File: src/rtl/lc3_mem_arbiter_if.sv
// Request/ack bundle for both ports plus the BRAM strobe/data bus.
// slave: arbiter view; master: requesters-and-memory view.
interface lc3_mem_arbiter_if #(
  parameter int AW = 7,
  parameter int DW = 16
);
  logic          p0_req;
  logic          p1_req;
  logic          p0_we;
  logic          p1_we;
  logic [AW-1:0] p0_addr;
  logic [AW-1:0] p1_addr;
  logic [DW-1:0] p0_wdata;
  logic [DW-1:0] p1_wdata;
  logic          p0_ack;
  logic          p1_ack;
  logic          p0_err;
  logic          p1_err;
  logic [DW-1:0] rdata;
  logic          mem_re;
  logic          mem_we;
  logic [AW-1:0] mem_raddr;
  logic [AW-1:0] mem_waddr;
  logic [DW-1:0] mem_d;
  logic [DW-1:0] mem_dout;
  logic          mem_ready;

  modport slave (
    input  p0_req, p1_req, p0_we, p1_we,
    input  p0_addr, p1_addr, p0_wdata, p1_wdata,
    output p0_ack, p1_ack, p0_err, p1_err, rdata,
    output mem_re, mem_we, mem_raddr, mem_waddr, mem_d,
    input  mem_dout, mem_ready
  );

  modport master (
    output p0_req, p1_req, p0_we, p1_we,
    output p0_addr, p1_addr, p0_wdata, p1_wdata,
    input  p0_ack, p1_ack, p0_err, p1_err, rdata,
    input  mem_re, mem_we, mem_raddr, mem_waddr, mem_d,
    output mem_dout, mem_ready
  );
endinterface

File: src/rtl/lc3_mem_arbiter.sv
// Two-port round-robin arbiter/sequencer for LC-3 main memory with timeout.
// Ports: clk, rst (sync, active-high), bus (lc3_mem_arbiter_if.slave).
module lc3_mem_arbiter #(
  parameter int AW      = 7,
  parameter int DW      = 16,
  parameter int TIMEOUT = 15
) (
  input logic              clk,
  input logic              rst,
  lc3_mem_arbiter_if.slave bus
);
  localparam int CW = $clog2(TIMEOUT + 1);

  typedef enum logic [1:0] {
    IDLE    = 2'd0,
    ACCESS  = 2'd1,
    RECOVER = 2'd2
  } state_t;

  state_t        state_q, state_d;
  logic          last_q, last_d;
  logic          sel_q, sel_d;
  logic          lwe_q, lwe_d;
  logic          re_q, re_d;
  logic          we_q, we_d;
  logic          ack0_q, ack0_d;
  logic          ack1_q, ack1_d;
  logic          err0_q, err0_d;
  logic          err1_q, err1_d;
  logic [AW-1:0] addr_q, addr_d;
  logic [DW-1:0] wd_q, wd_d;
  logic [DW-1:0] rdata_q, rdata_d;
  logic [CW-1:0] cnt_q, cnt_d;
  logic          gnt;

  always_comb begin
    state_d = state_q;
    last_d  = last_q;
    sel_d   = sel_q;
    lwe_d   = lwe_q;
    re_d    = re_q;
    we_d    = we_q;
    addr_d  = addr_q;
    wd_d    = wd_q;
    rdata_d = rdata_q;
    cnt_d   = cnt_q;
    ack0_d  = 1'b0;
    ack1_d  = 1'b0;
    err0_d  = 1'b0;
    err1_d  = 1'b0;
    gnt     = 1'b0;
    unique case (state_q)
      IDLE: begin
        // p1 wins when alone, or on a tie when p0 was granted last
        gnt = bus.p1_req & (~bus.p0_req | ~last_q);
        if (bus.p0_req | bus.p1_req) begin
          sel_d   = gnt;
          last_d  = gnt;
          lwe_d   = gnt ? bus.p1_we : bus.p0_we;
          addr_d  = gnt ? bus.p1_addr : bus.p0_addr;
          wd_d    = gnt ? bus.p1_wdata : bus.p0_wdata;
          we_d    = lwe_d;
          re_d    = ~lwe_d;
          cnt_d   = '0;
          state_d = ACCESS;
        end
      end
      ACCESS: begin
        cnt_d = cnt_q + CW'(1);
        if (bus.mem_ready) begin
          if (!lwe_q) rdata_d = bus.mem_dout;
          ack0_d  = ~sel_q;
          ack1_d  = sel_q;
          re_d    = 1'b0;
          we_d    = 1'b0;
          state_d = RECOVER;
        end else if (cnt_q == CW'(TIMEOUT - 1)) begin
          ack0_d  = ~sel_q;
          ack1_d  = sel_q;
          err0_d  = ~sel_q;
          err1_d  = sel_q;
          re_d    = 1'b0;
          we_d    = 1'b0;
          state_d = RECOVER;
        end
      end
      RECOVER: begin
        // flush stale/delayed ready before the next grant
        if (!bus.mem_ready) state_d = IDLE;
      end
      default: state_d = IDLE;
    endcase
  end

  always_ff @(posedge clk) begin
    if (rst) begin
      state_q <= IDLE;
      last_q  <= 1'b1;
      sel_q   <= 1'b0;
      lwe_q   <= 1'b0;
      re_q    <= 1'b0;
      we_q    <= 1'b0;
      addr_q  <= '0;
      wd_q    <= '0;
      rdata_q <= '0;
      cnt_q   <= '0;
      ack0_q  <= 1'b0;
      ack1_q  <= 1'b0;
      err0_q  <= 1'b0;
      err1_q  <= 1'b0;
    end else begin
      state_q <= state_d;
      last_q  <= last_d;
      sel_q   <= sel_d;
      lwe_q   <= lwe_d;
      re_q    <= re_d;
      we_q    <= we_d;
      addr_q  <= addr_d;
      wd_q    <= wd_d;
      rdata_q <= rdata_d;
      cnt_q   <= cnt_d;
      ack0_q  <= ack0_d;
      ack1_q  <= ack1_d;
      err0_q  <= err0_d;
      err1_q  <= err1_d;
    end
  end

  assign bus.p0_ack    = ack0_q;
  assign bus.p1_ack    = ack1_q;
  assign bus.p0_err    = err0_q;
  assign bus.p1_err    = err1_q;
  assign bus.rdata     = rdata_q;
  assign bus.mem_re    = re_q;
  assign bus.mem_we    = we_q;
  assign bus.mem_raddr = addr_q;
  assign bus.mem_waddr = addr_q;
  assign bus.mem_d     = wd_q;
endmodule

File: src/flat_wrapper.sv
// flat-port wrapper written by rule: the top's interface ports become plain ports
module lc3_mem_arbiter_flat 
#(
  parameter int AW      = 7,
  parameter int DW      = 16,
  parameter int TIMEOUT = 15
)
  (clk, rst, bus_p0_req, bus_p1_req, bus_p0_we, bus_p1_we, bus_p0_addr, bus_p1_addr, bus_p0_wdata, bus_p1_wdata, bus_p0_ack, bus_p1_ack, bus_p0_err, bus_p1_err, bus_rdata, bus_mem_re, bus_mem_we, bus_mem_raddr, bus_mem_waddr, bus_mem_d, bus_mem_dout, bus_mem_ready);
  lc3_mem_arbiter_if #(.AW(AW), .DW(DW)) bus_i ();
  input logic clk;
  input logic rst;
  input wire logic [$bits(bus_i.p0_req)-1:0] bus_p0_req;
  input wire logic [$bits(bus_i.p1_req)-1:0] bus_p1_req;
  input wire logic [$bits(bus_i.p0_we)-1:0] bus_p0_we;
  input wire logic [$bits(bus_i.p1_we)-1:0] bus_p1_we;
  input wire logic [$bits(bus_i.p0_addr)-1:0] bus_p0_addr;
  input wire logic [$bits(bus_i.p1_addr)-1:0] bus_p1_addr;
  input wire logic [$bits(bus_i.p0_wdata)-1:0] bus_p0_wdata;
  input wire logic [$bits(bus_i.p1_wdata)-1:0] bus_p1_wdata;
  output wire logic [$bits(bus_i.p0_ack)-1:0] bus_p0_ack;
  output wire logic [$bits(bus_i.p1_ack)-1:0] bus_p1_ack;
  output wire logic [$bits(bus_i.p0_err)-1:0] bus_p0_err;
  output wire logic [$bits(bus_i.p1_err)-1:0] bus_p1_err;
  output wire logic [$bits(bus_i.rdata)-1:0] bus_rdata;
  output wire logic [$bits(bus_i.mem_re)-1:0] bus_mem_re;
  output wire logic [$bits(bus_i.mem_we)-1:0] bus_mem_we;
  output wire logic [$bits(bus_i.mem_raddr)-1:0] bus_mem_raddr;
  output wire logic [$bits(bus_i.mem_waddr)-1:0] bus_mem_waddr;
  output wire logic [$bits(bus_i.mem_d)-1:0] bus_mem_d;
  input wire logic [$bits(bus_i.mem_dout)-1:0] bus_mem_dout;
  input wire logic [$bits(bus_i.mem_ready)-1:0] bus_mem_ready;
  assign bus_i.p0_req = bus_p0_req;
  assign bus_i.p1_req = bus_p1_req;
  assign bus_i.p0_we = bus_p0_we;
  assign bus_i.p1_we = bus_p1_we;
  assign bus_i.p0_addr = bus_p0_addr;
  assign bus_i.p1_addr = bus_p1_addr;
  assign bus_i.p0_wdata = bus_p0_wdata;
  assign bus_i.p1_wdata = bus_p1_wdata;
  assign bus_p0_ack = bus_i.p0_ack;
  assign bus_p1_ack = bus_i.p1_ack;
  assign bus_p0_err = bus_i.p0_err;
  assign bus_p1_err = bus_i.p1_err;
  assign bus_rdata = bus_i.rdata;
  assign bus_mem_re = bus_i.mem_re;
  assign bus_mem_we = bus_i.mem_we;
  assign bus_mem_raddr = bus_i.mem_raddr;
  assign bus_mem_waddr = bus_i.mem_waddr;
  assign bus_mem_d = bus_i.mem_d;
  assign bus_i.mem_dout = bus_mem_dout;
  assign bus_i.mem_ready = bus_mem_ready;
  lc3_mem_arbiter #(.AW(AW), .DW(DW), .TIMEOUT(TIMEOUT)) u_core (.clk(clk), .rst(rst), .bus(bus_i));
endmodule
File: config.mk
export PLATFORM = sky130hd
export DESIGN_NAME = lc3_mem_arbiter_flat
export DESIGN_NICKNAME = d
export VERILOG_FILES = /design/src/rtl/lc3_mem_arbiter_if.sv /design/src/rtl/lc3_mem_arbiter.sv /design/src/flat_wrapper.sv
export SDC_FILE = /design/constraint.sdc
export NUM_CORES = 1
export LEC_CHECK = 0
export ABC_AREA = 1
export CORE_MARGIN = 3
export CORE_UTILIZATION = 25
export DETAILED_ROUTE_END_ITERATION = 16
export PLACE_DENSITY = 0.66
export SETUP_SLACK_MARGIN = 0.15
export SLEW_MARGIN = 10
export SYNTH_ARGS = -nofsm -noshare
export SYNTH_HDL_FRONTEND = slang
export SYNTH_SLANG_ARGS = --single-unit
File: constraint.sdc
create_clock -name clk -period 1.1 [get_ports clk]
set_input_delay 0.165 -clock clk [delete_from_list [all_inputs] [get_ports clk]]
set_output_delay 0.165 -clock clk [all_outputs]
set_load 0.05 [all_outputs]
; ---- After elaboration in Yosys (flattened, before gate mapping)
; Cells that the tools add are included.
[totals]
reg_bits = 54
in_bits = 69
output_inout_bits = 52
[classes]
addsub = 1
eq_ne = 6
muxes = 20
bitwise_logic = 9
n_reduce_logical = 9
[op_table]
columns = op, n
row1 = 16-bit two-way mux, 1
row2 = 1-bit two-way mux, 9
row3 = 3-bit AND reduction, 3
row4 = 2-bit two-way mux, 4
row5 = 4-bit one-hot mux with 2 select lines, 1
row6 = 7-bit two-way mux, 1
row7 = 1-bit NOT, 6
row8 = 2-bit one-hot mux with 3 select lines, 1
row9 = 4-bit by 1-bit adder with 4-bit output (second input constant), 1
row10 = 4-bit == test (second input constant), 1
row11 = 4-bit two-way mux, 1
row12 = 1-bit one-hot mux with 2 select lines, 2
row13 = 2-bit AND reduction, 2
row14 = 3-bit by 2-bit != test with 1-bit output (second input constant), 1
row15 = 3-bit OR reduction, 1
row16 = 2-bit by 1-bit == test with 1-bit output (second input constant), 1
row17 = 2-bit == test (second input constant), 1
row18 = 2-bit logical NOT, 1
row19 = 2-bit by 1-bit != test with 1-bit output (second input constant), 1
row20 = 2-bit != test (second input constant), 1
row21 = 1-bit OR, 2
row22 = 2-bit nonzero test, 1
row23 = 2-bit OR reduction, 1
row24 = 1-bit AND, 1

; ---- Logic depth before layout (Yosys ltp)
[depth]
depth_word = 7
ltp_mapped = 8
mapped_depth_nobuf = 7

; ---- Least setup slack after synthesis
; Ideal clock, no wire load.
[synth_path]
kind = register -> register
start = reg u_core.state_q[1]
end = reg u_core.wd_q[0] (netlist: u_core.bus.mem_d[0])
arrival_time_ns = 1.069
t_required_ns = 0.982
setup_slack_ns = -0.086
path_stages_with_launch = 9
path_buffers = 2
period_less_slack_ns = 1.186
path_cell_list = dfxtp_1 -> nor2_4 -> o21ai_4 -> inv_4 -> buf_6 -> buf_6 -> nand2_1 -> a21oi_1 -> nor2_1
[synth_between]
elab_chain_len = 2
[synth_lines]
columns = item, line_no
row1 = start: declaration, lc3_mem_arbiter.sv:20  ; state_t state_q, state_d;
row2 = start signal: assignment, lc3_mem_arbiter.sv:112  ; state_q <= state_d;
row3 = 2-bit logical NOT, lc3_mem_arbiter.sv:52  ; unique case (state_q)
row4 = 2-bit AND reduction (no source line), n/a
row5 = end signal: assignment, lc3_mem_arbiter.sv:119  ; wd_q <= wd_d;
row6 = end: declaration, lc3_mem_arbiter.sv:31  ; logic [DW-1:0] wd_q, wd_d;
; Every way passes these cells.
; A chain may end at the register's enable or synchronous reset.

; ---- Final worst setup path
[layout_path]
start = reg u_core.state_q[0]
end = reg u_core.state_q[0]
[layout_between]
elab_chain_len = 3
elab_cells_between_ends = 8
cone_classes = eq/ne: 5 / mux: 1 / reduce/logical: 2
[layout_lines]
columns = item, line_no
row1 = "2-bit by 1-bit == test with 1-bit output, or another cell as far along", lc3_mem_arbiter.sv:52
row2 = "3-bit by 2-bit != test with 1-bit output (no source line), or another cell as far along", n/a
row3 = 3-bit AND reduction (no source line), n/a
; Several ways; a longest one is shown, not always the timed one.

==> qor.yml <==
outcome: "finished, violations left"
violations: "setup timing"
io_buffers: 120
n_fill_cell: 762
ys_seq_elements: 54
overflow: 0
worstPathArrival_ps: 1510
clock_skew_ps: 5.65
synth_area_per_cell_um2: 7.43
drc: 0
wl_mm: 8.55
layout.cells.non_filler: 576
clockBufferDepth: 2
p_per_area_nw_per_um2: 1350
io-pin-count: 121
fin_area_um2: 5200
numCtsBuffers: 5
p_sw_mw: 2.71
required_ps: 1340
cp_max_fo: 4
hold_class: "in -> reg"
via_per_inst: 4.64
clkSinkCount: 54
final.setup.worst_slack_ps: -167
antenna_found_initial: 0
clk_pin_slew_worst_paths_ps: 100
grt_usage_pct: 15.4
postLayoutCoreUtil_pct: 59.1
netSwitchingFraction_pct: 38.5
drv_cap: 0
final_cell_mix: "65 x clkdlybuf4s50_1, 59 x buf_12, 49 x nor2_1"
netlist_instances: 308
hpwl_mm: 5.28
rows: 34
fin_tns_setup_ps: -4450
yosys.area.top_type: "dfxtp_1"
grt_max_degree: 24
seq_power_share_pct: 34.9
first_iter_violations: 47
layout.area.seq_um2: 1180
place.gp.congestion: 0.787
die_h_um: 102
dp.cells: 533
cp-start-kind: "flip-flop"
synth_top_area_share_pct: 47.2
vdd.ir_drop.worst_v: 0.000695
grt_pass1_wl_mm: 12.6
drive_gt1_share_pct: 56.8
clk_latency_ps: 310
leakage_nw: 2.11
dr.pass1.iters: 4
p_total_mw: 7.03
ys_seq_area_share_pct: 47.2
p_comb_share_pct: 48.7
start_util_pct: 26.0
via_count: 2673
intPower_mw: 4.32
period_needed_ps: 1270
syn_area_um2: 2290
fmax_mhz: 789
syn_nets: 379
p_clk_share_pct: 16.4
die_w_um: 102
layout.nets: 538
coreArea_um2: 8810
relSlewSlack_pct: 77.4
wl_per_cell_um: 14.8
maxSlewViolCount: 0
final_common_cell: "clkdlybuf4s50_1"
synth_area_leaders: "dfxtp_1 47%, nor2_1 10%, nand2_1 10%"
critPathKind: "reg -> reg"
setup_violations: 52
grt_pass1_vias: 2628
die_area_um2: 10300
area_growth_pct: 127
clockRootBuffer: "clkbuf_8"
period_share_pct: 115
dpl_cell_area_um2: 4210
hold_violations: 0
worst_pin_slew_ps: 338
ant_nets: 0
rsz0062_at_grt: "yes"
ctsHtreeMaxLevel: 2
hold_buffers: 0
yosys_warnings: 0
synth_cell_types: 23
multi_input_area_um2: 1410
critPathCaptureType: "flip-flop"
n_antenna_cell: 0
cts_tree: "done"
-- cell usage after synthesis --
library cell,count
a21oi_1,30
a21oi_2,3
buf_2,6
buf_4,7
buf_6,3
buf_8,1
clkbuf_1,6
dfxtp_1,54
ha_1,2
inv_1,9
inv_2,3
inv_4,1
nand2_1,61
nand2_2,1
nand2_4,1
nand3_1,11
nand3_2,1
nor2_1,62
nor2_4,2
o21ai_0,39
o21ai_1,3
o21ai_4,1
o32ai_1,1
-- cell families after synthesis --
logic type,after synthesis,share of synthesized area [%]
AOI/OAI and AO/OA,77,18.0
DFF,54,47.2
adders and majority gates,2,1.09
and+or+nand+nor,139,24.8
buffers and inverters,36,8.96
-- layout make-up --
cell class	instances	share of cell area [%]
Timing Repair Buffer	165	42.0
Timing Repair inverter	8	2.26
Clock inverter	3	0.409
Multi-Input combinational cell	220	27.2
Tap cell	108	2.60
Clock buffer	5	1.32
Sequential cell	54	22.7
Inverter	13	1.56
-- final timing paths --
check | from | end | slack [ps] | cells past startpoint
setup / recovery | u_core.state_q[0] | u_core.state_q[0] | -170 | 7
hold / removal | bus_mem_ready | u_core.bus.p1_ack | 390 | 4
setup reg to reg | u_core.state_q[0] | u_core.state_q[0] | -170 | 7
hold reg to reg | u_core.cnt_q[0] | u_core.cnt_q[0] | 470 | 1
-- per-stage QoR --
stage | setup slack (ps) | hold slack (ps)
floorplan | -78.2 | 301
global placement | -450 | 425
detailed placement | -495 | 429
CTS | -92.5 | 387
global route | -224 | 428
finish | -167 | 393
-- metal layers --
layer | vias up | wire [µm] | track usage (%)
met5 | - | 0 | 0
met4 | 0 | 102 | 3.07
met3 | 12 | 778 | 6.47
met2 | 111 | 4300 | 26.2
met1 | 1232 | 3370 | 18.1
li1 | 1318 | - | -
-- repair_timing --
item | in CTS | in global routing
resized for setup | 100 | 119
buffers inserted | 7 | 18
hold endpoints to repair | 0 | 0
cloned | 7 | 3
setup endpoints to repair | 106 | 106
pin swaps | 13 | 21
-- registers in the layout (all words and copies together), names as in the netlist --
register / flops
u_core.bus.mem_d: 16
u_core.bus.mem_raddr: 7
u_core.bus.mem_re: 1
u_core.bus.mem_we: 1
u_core.bus.p0_ack: 1
u_core.bus.p0_err: 1
u_core.bus.p1_ack: 1
u_core.bus.p1_err: 1
u_core.bus.rdata: 16
u_core.cnt_q: 4
u_core.last_q: 1
u_core.lwe_q: 1
u_core.sel_q: 1
u_core.state_q: 2
-- worst max-delay path, stage by stage, from the launching register on --
cell and delay [ps]:
dfxtp_2 370, buf_6 110, inv_4 30, nor2_4 150, buf_6 150, nand3_4 100
buf_4 150, a21oi_2 140
-- power by group through the flow --
| stage | clock, mW | combinational (mW) | sequential [mW] |
|---|---|---|---|
| detailed placement | 0 | 2.63 | 2.45 |
| global placement | 0 | 2.61 | 2.44 |
| finish | 1.16 | 3.42 | 2.45 |
| floorplan | 0 | 0.796 | 2.93 |
| global route | 1.28 | 3.60 | 2.48 |
| CTS | 1.20 | 2.94 | 2.45 |
(Power assumes the default switching activity.)
==> RTL edit 1 (same settings) <==
Take the reset off `addr_q`, `wd_q` and `rdata_q` and load them in a clocked block of their own.
--- a/src/rtl/lc3_mem_arbiter.sv
+++ b/src/rtl/lc3_mem_arbiter.sv
@@ -100,9 +100,6 @@
       lwe_q   <= 1'b0;
       re_q    <= 1'b0;
       we_q    <= 1'b0;
-      addr_q  <= '0;
-      wd_q    <= '0;
-      rdata_q <= '0;
       cnt_q   <= '0;
       ack0_q  <= 1'b0;
       ack1_q  <= 1'b0;
@@ -115,15 +112,18 @@
       lwe_q   <= lwe_d;
       re_q    <= re_d;
       we_q    <= we_d;
-      addr_q  <= addr_d;
-      wd_q    <= wd_d;
-      rdata_q <= rdata_d;
       cnt_q   <= cnt_d;
       ack0_q  <= ack0_d;
       ack1_q  <= ack1_d;
       err0_q  <= err0_d;
       err1_q  <= err1_d;
     end
+  end
+
+  always_ff @(posedge clk) begin
+    addr_q  <= addr_d;
+    wd_q    <= wd_d;
+    rdata_q <= rdata_d;
   end
 
   assign bus.p0_ack    = ack0_q;
Behaviour: not the same (Yosys sat finds a counterexample within 4 cycles, from zero or initial values and one cycle with rst high).
==> RTL edit 1 against the original RTL <==
The flow still finishes with violations (setup timing); sequential cell count stayed put; count of clock-buffer cells in the layout is the same; setup slack improved by 0.093 ns; worst hold slack improved by 0.020 ns; global-route usage down 3.6 points; cell area is 12% lower; area after synthesis fell by 3.7%; wire length is 27% lower; total power down 7.4%; critical endpoint is now bus_mem_raddr[0]; largest cell class unchanged; largest power group is now sequential cells.
==> RTL edit 1: results (changes against the original RTL) <==
Detailed routing
  • Final Routed Wirelength: 6200 um (was 8550 um)
  • Pre-antenna DRT Iters: 4 (unchanged)
  • Vias after detailed routing: 1,881 (was 2,673)
  • Starting DRT DRC Count: 37 (was 47)
  • Vias/cell: 4.30 (was 4.64)
  • ANT nets after route: 0 (unchanged)

Synthesis
  • Post-synth top cells: 84 x nand2_1, 39 x edfxtp_1, 15 x dfxtp_1 (was 62 x nor2_1, 61 x nand2_1, 54 x dfxtp_1)
  • Avg Synthesized Cell Area: 11.0 um2 (was 7.43 um2)
  • Area contributors post-synth: edfxtp_1 53%, nand2_1 14%, dfxtp_1 14%, buf_4 2.4%, a21oi_2 1.6% (was dfxtp_1 47%, nor2_1 10%, nand2_1 10%, o21ai_0 8.5%, a21oi_1 6.6%)
  • EDFF count, synth: 39 (was 0)
  • Ys Warns: 0 (unchanged)
  • Post-synthesis cell type count: 26 (was 23)
  • Sequential fraction of the synthesis area: 0.667 (was 0.472)
  • Syn_nets: 272 (was 379)

Worst setup path
  • Worst Path Arrival: 1.01 ns (was 1.51 ns)
  • Critical-path cell with the highest stage delay: edfxtp_1 (was dfxtp_2)
  • Setup crit start: u_core.bus.mem_raddr[0] (was u_core.state_q[0])
  • Worst Setup EP: bus_mem_raddr[0] (was u_core.state_q[0])
  • Max FO, Critical Path: 2 (was 4)
  • Cell family with most CP delay: flip-flops (was buffers and inverters)
  • R2r endpoint: u_core.bus.rdata[13] (was u_core.state_q[0])
  • FF-to-FF path depth: 5 (was 7)
  • CP peak stage delay: 0.50 ns (was 0.37 ns)

GRT
  • Largest net degree at the start of global routing: 26 (was 24)
  • Total GRT Usage: 0.118 (was 0.154)
  • Global-route wire length before repair: 9140 um (was 12,600 um)

Placement
  • I/O Buffers: 120 (unchanged)
  • Dpl hpwl: 4520 um (was 5280 um)
  • Dpl ws: -0.443 ns (was -0.495 ns)
  • Placed Cells incl. Taps: 423 (was 533)
  • Placed Area: 0.00412 mm2 (was 0.00421 mm2)
  • Placer congestion estimate: 0.783 (was 0.787)

Layout
  • Area of the multi-input gates: 843 um2 (was 0.00141 mm2)
  • Share of post-route cells with drive strength above 1: 0.458 (was 0.568)
  • Layout filler cell count: 707 (was 762)
  • Antenna cells: 0 (unchanged)
  • Nets: 402 (was 538)

Run status
  • Failing checks: setup timing (unchanged)
  • Status: finished with violations (unchanged)

Timing
  • Clk_skew: 0.0145 ns (was 0.00565 ns)
  • Setup TNS: -1.89 ns (was -4.45 ns)
  • Slew headroom: 0.796 (was 0.774)
  • Worst setup margin: -0.0745 ns (was -0.167 ns)
  • Worst hold slack: 0.413 ns (was 0.393 ns)
  • Final count of negative-setup-slack endpoints: 44 (was 52)

Power and ir drop
  • Sw frac: 0.311 (was 0.385)
  • Peak VDD IR: 0.000621 V (was 0.000695 V)
  • Static leakage: 0.00185 uW (was 0.00211 uW)

Hold path
  • Hold Path End: u_core.bus.rdata[0] (was u_core.bus.p1_ack)
  • Min-delay src: bus_mem_dout[0] (was bus_mem_ready)
  • Hold depth: 1 (was 4)
==> RTL edit 1: cell count changes in the layout (fill, tap and decap cells not counted), sizes merged, moves of 3 or more <==
cell    unedited run  this run
nor2              64         6
o21ai             43         3
dfxtp             54        15
edfxtp             0        39
buf               97        67
nand2             65        90
a21oi             33        10
clkinv             9         2
nand3             12         7
inv               14        10
nor3               0         3
==> RTL edit 1: power groups by stage <==
stage / sequential, uW / combinational [uW] / clock (uW)
after floorplan: 3100 / 553 / 0
after global placement: 2660 / 2140 / 0
after detailed placement: 2670 / 2160 / 0
after CTS: 2620 / 2300 / 1590
after global routing: 2640 / 2450 / 1670
final: 2620 / 2350 / 1540
==> RTL edit 1: worst register-to-register path: stages (launching register included) <==
cell and delay, ns:
dfxtp_2 0.36, inv_2 0.05, nor2_4 0.11, inv_4 0.05
nor3_4 0.14, buf_12 0.17
==> RTL edit 1: final cells by class <==
type,count,area share
clock buffers,5,0.0150
clock inverters,3,0.0139
inverters,11,0.0158
multi-input cells,124,0.184
flip-flops and latches,54,0.325
well taps,105,0.0286
repair buffers,135,0.418
==> RTL edit 1: per-layer routing <==
metal,vias up,routed length (um),track usage
li1,916,-,-
met1,872,2400,0.140
met2,82,3220,0.207
met3,11,421,0.0257
met4,0,159,0.0473
met5,-,0,0
==> RTL edit 1: kinds of logic after synthesis <==
group                    after synthesis  synth area share
AND/OR/NAND/NOR                      107             0.215
adder cells (fa/ha/maj)                2            0.0113
buffers and inverters                 23            0.0567
XOR/XNOR                               1           0.00397
flip-flops                            54             0.667
AO/OA/AOI/OAI                         14            0.0454
==> RTL edit 1: timing repair <==
action	4_1_cts	5_1_grt
endpoints found under the setup margin	129	129
hold buffers	0	0
cloned	3	0
pin swaps	18	11
setup buffers	3	0
gates resized for setup	47	30
==> RTL edit 2 (config.mk and constraints unchanged) <==
Made on the original files. `TIMEOUT` is set to 15 in 2 places; all go to 30.
--- a/src/rtl/lc3_mem_arbiter.sv
+++ b/src/rtl/lc3_mem_arbiter.sv
@@ -3,7 +3,7 @@
 module lc3_mem_arbiter #(
   parameter int AW      = 7,
   parameter int DW      = 16,
-  parameter int TIMEOUT = 15
+  parameter int TIMEOUT = 30
 ) (
   input logic              clk,
   input logic              rst,
--- a/src/flat_wrapper.sv
+++ b/src/flat_wrapper.sv
@@ -3,7 +3,7 @@
 #(
   parameter int AW      = 7,
   parameter int DW      = 16,
-  parameter int TIMEOUT = 15
+  parameter int TIMEOUT = 30
 )
   (clk, rst, bus_p0_req, bus_p1_req, bus_p0_we, bus_p1_we, bus_p0_addr, bus_p1_addr, bus_p0_wdata, bus_p1_wdata, bus_p0_ack, bus_p1_ack, bus_p0_err, bus_p1_err, bus_rdata, bus_mem_re, bus_mem_we, bus_mem_raddr, bus_mem_waddr, bus_mem_d, bus_mem_dout, bus_mem_ready);
   lc3_mem_arbiter_if #(.AW(AW), .DW(DW)) bus_i ();
Formal check against the unedited RTL: no difference found for any inputs over 10 cycles, from zero or initial values and one cycle with rst high; that may be too few to reach the edited logic, so the function may still have changed.
==> RTL edit 2 against the original RTL <==
The flow still finishes with violations (setup timing); cell area down 0.99%; sequential cell count rose by 1; total power is 2.7% lower; global-route usage shrank 0.89 points; wire length decreased by 7.7%; combinational power decreased by 6.7%; register-to-register slack improved by 0.06 ns; critical endpoint is now u_core.bus.mem_raddr[2]; non-clock buffer count up 1; setup slack better by 0.045 ns; area after synthesis is 0.60% higher; critical path depth unchanged; largest cell class unchanged.
==> RTL edit 2: results (changes against the original RTL) <==
Worst setup path
  • CP peak stage delay: 0.48 ns (was 0.37 ns)
  • Worst reg2reg setup slack: -0.11 ns (was -0.17 ns)
  • Setup crit start: bus_p1_req (was u_core.state_q[0])
  • R2r endpoint: u_core.bus.mem_raddr[2] (was u_core.state_q[0])
  • Max FO, Critical Path: 6 (was 4)

Power and ir drop
  • Internal Power: 4340 uW (was 4320 uW)
  • Combinational cell fraction of total power: 0.466 (was 0.487)
  • Static leakage: 0.00212 uW (was 0.00211 uW)
  • Peak VDD IR: 0.000654 V (was 0.000695 V)

Hold path
  • Hold Path End: u_core.bus.rdata[3] (was u_core.bus.p1_ack)
  • Hold depth: 3 (was 4)
  • Min-delay src: bus_mem_dout[3] (was bus_mem_ready)

GRT
  • Total GRT Usage: 0.145 (was 0.154)
  • Global-route wire length before repair: 12,100 um (was 12,600 um)
  • Largest net degree at the start of global routing: 26 (was 24)

Placement
  • Placer congestion estimate: 0.738 (was 0.787)
  • Dpl hpwl: 5440 um (was 5280 um)
  • Placed Cells incl. Taps: 541 (was 533)

Layout
  • Area of the multi-input gates: 0.00138 mm2 (was 0.00141 mm2)
  • Seq/total area: 0.235 (was 0.227)
  • Buffers, non-clock: 166 (was 165)
  • Clock buf/inv share: 0.0177 (was 0.0173)
  • Share of post-route cells with drive strength above 1: 0.521 (was 0.568)
  • Non-clock buffer share: 0.442 (was 0.420)
  • Layout filler cell count: 767 (was 762)

Synthesis
  • Syn_nets: 388 (was 379)
  • Post-synthesis cell type count: 24 (was 23)
  • Complex-gate fraction of the synthesized area: 0.166 (was 0.180)
  • Area contributors post-synth: dfxtp_1 48%, nand2_1 12%, nor2_1 10%, o21ai_0 8.7%, a21oi_1 7.0% (was dfxtp_1 47%, nor2_1 10%, nand2_1 10%, o21ai_0 8.5%, a21oi_1 6.6%)
  • Post-synth top cells: 71 x nand2_1, 64 x nor2_1, 55 x dfxtp_1 (was 62 x nor2_1, 61 x nand2_1, 54 x dfxtp_1)
  • Synth Area in Adders: 0.0109 (about the same)

Timing
  • Worst setup margin: -0.122 ns (was -0.167 ns)
  • Slew headroom: 0.784 (was 0.774)
  • Final count of negative-setup-slack endpoints: 32 (was 52)
  • Clk_skew: 0.00941 ns (was 0.00565 ns)

Detailed routing
  • Vias/cell: 4.51 (was 4.64)
  • Final Routed Wirelength: 7890 um (was 8550 um)

Run status
  • Status: finished with violations (unchanged)
  • Failing checks: setup timing (unchanged)
==> RTL edit 2: how the worst max path moves through the flow <==
stage                              end
2_1_floorplan      u_core.bus.mem_d[0]
3_3_place_gp       u_core.bus.mem_d[5]
3_5_place_dp       u_core.bus.mem_d[5]
4_1_cts            u_core.bus.mem_d[5]
5_1_grt            u_core.bus.mem_d[9]
6_report       u_core.bus.mem_raddr[2]
==> RTL edit 2: metal layers <==
metal	up-vias	wire [um]	track usage
met2	73	4170	0.263
li1	1318	-	-
met3	8	574	0.0498
met4	0	59	0.0303
met5	-	0	0
met1	1198	3090	0.164
==> RTL edit 2: metrics by stage <==
step                      setup WS [ns]  hold WS [ns]  area (um2)  TNS [ns]
after global routing             -0.173         0.421        5150     -4.80
after CTS                        -0.103         0.407        4760     -2.38
after global placement           -0.419         0.442        4280    -17.80
after floorplan                 -0.0626         0.300        2350     -1.58
after detailed placement         -0.437         0.456        4280    -19.20
final                            -0.122         0.418        5150     -2.47
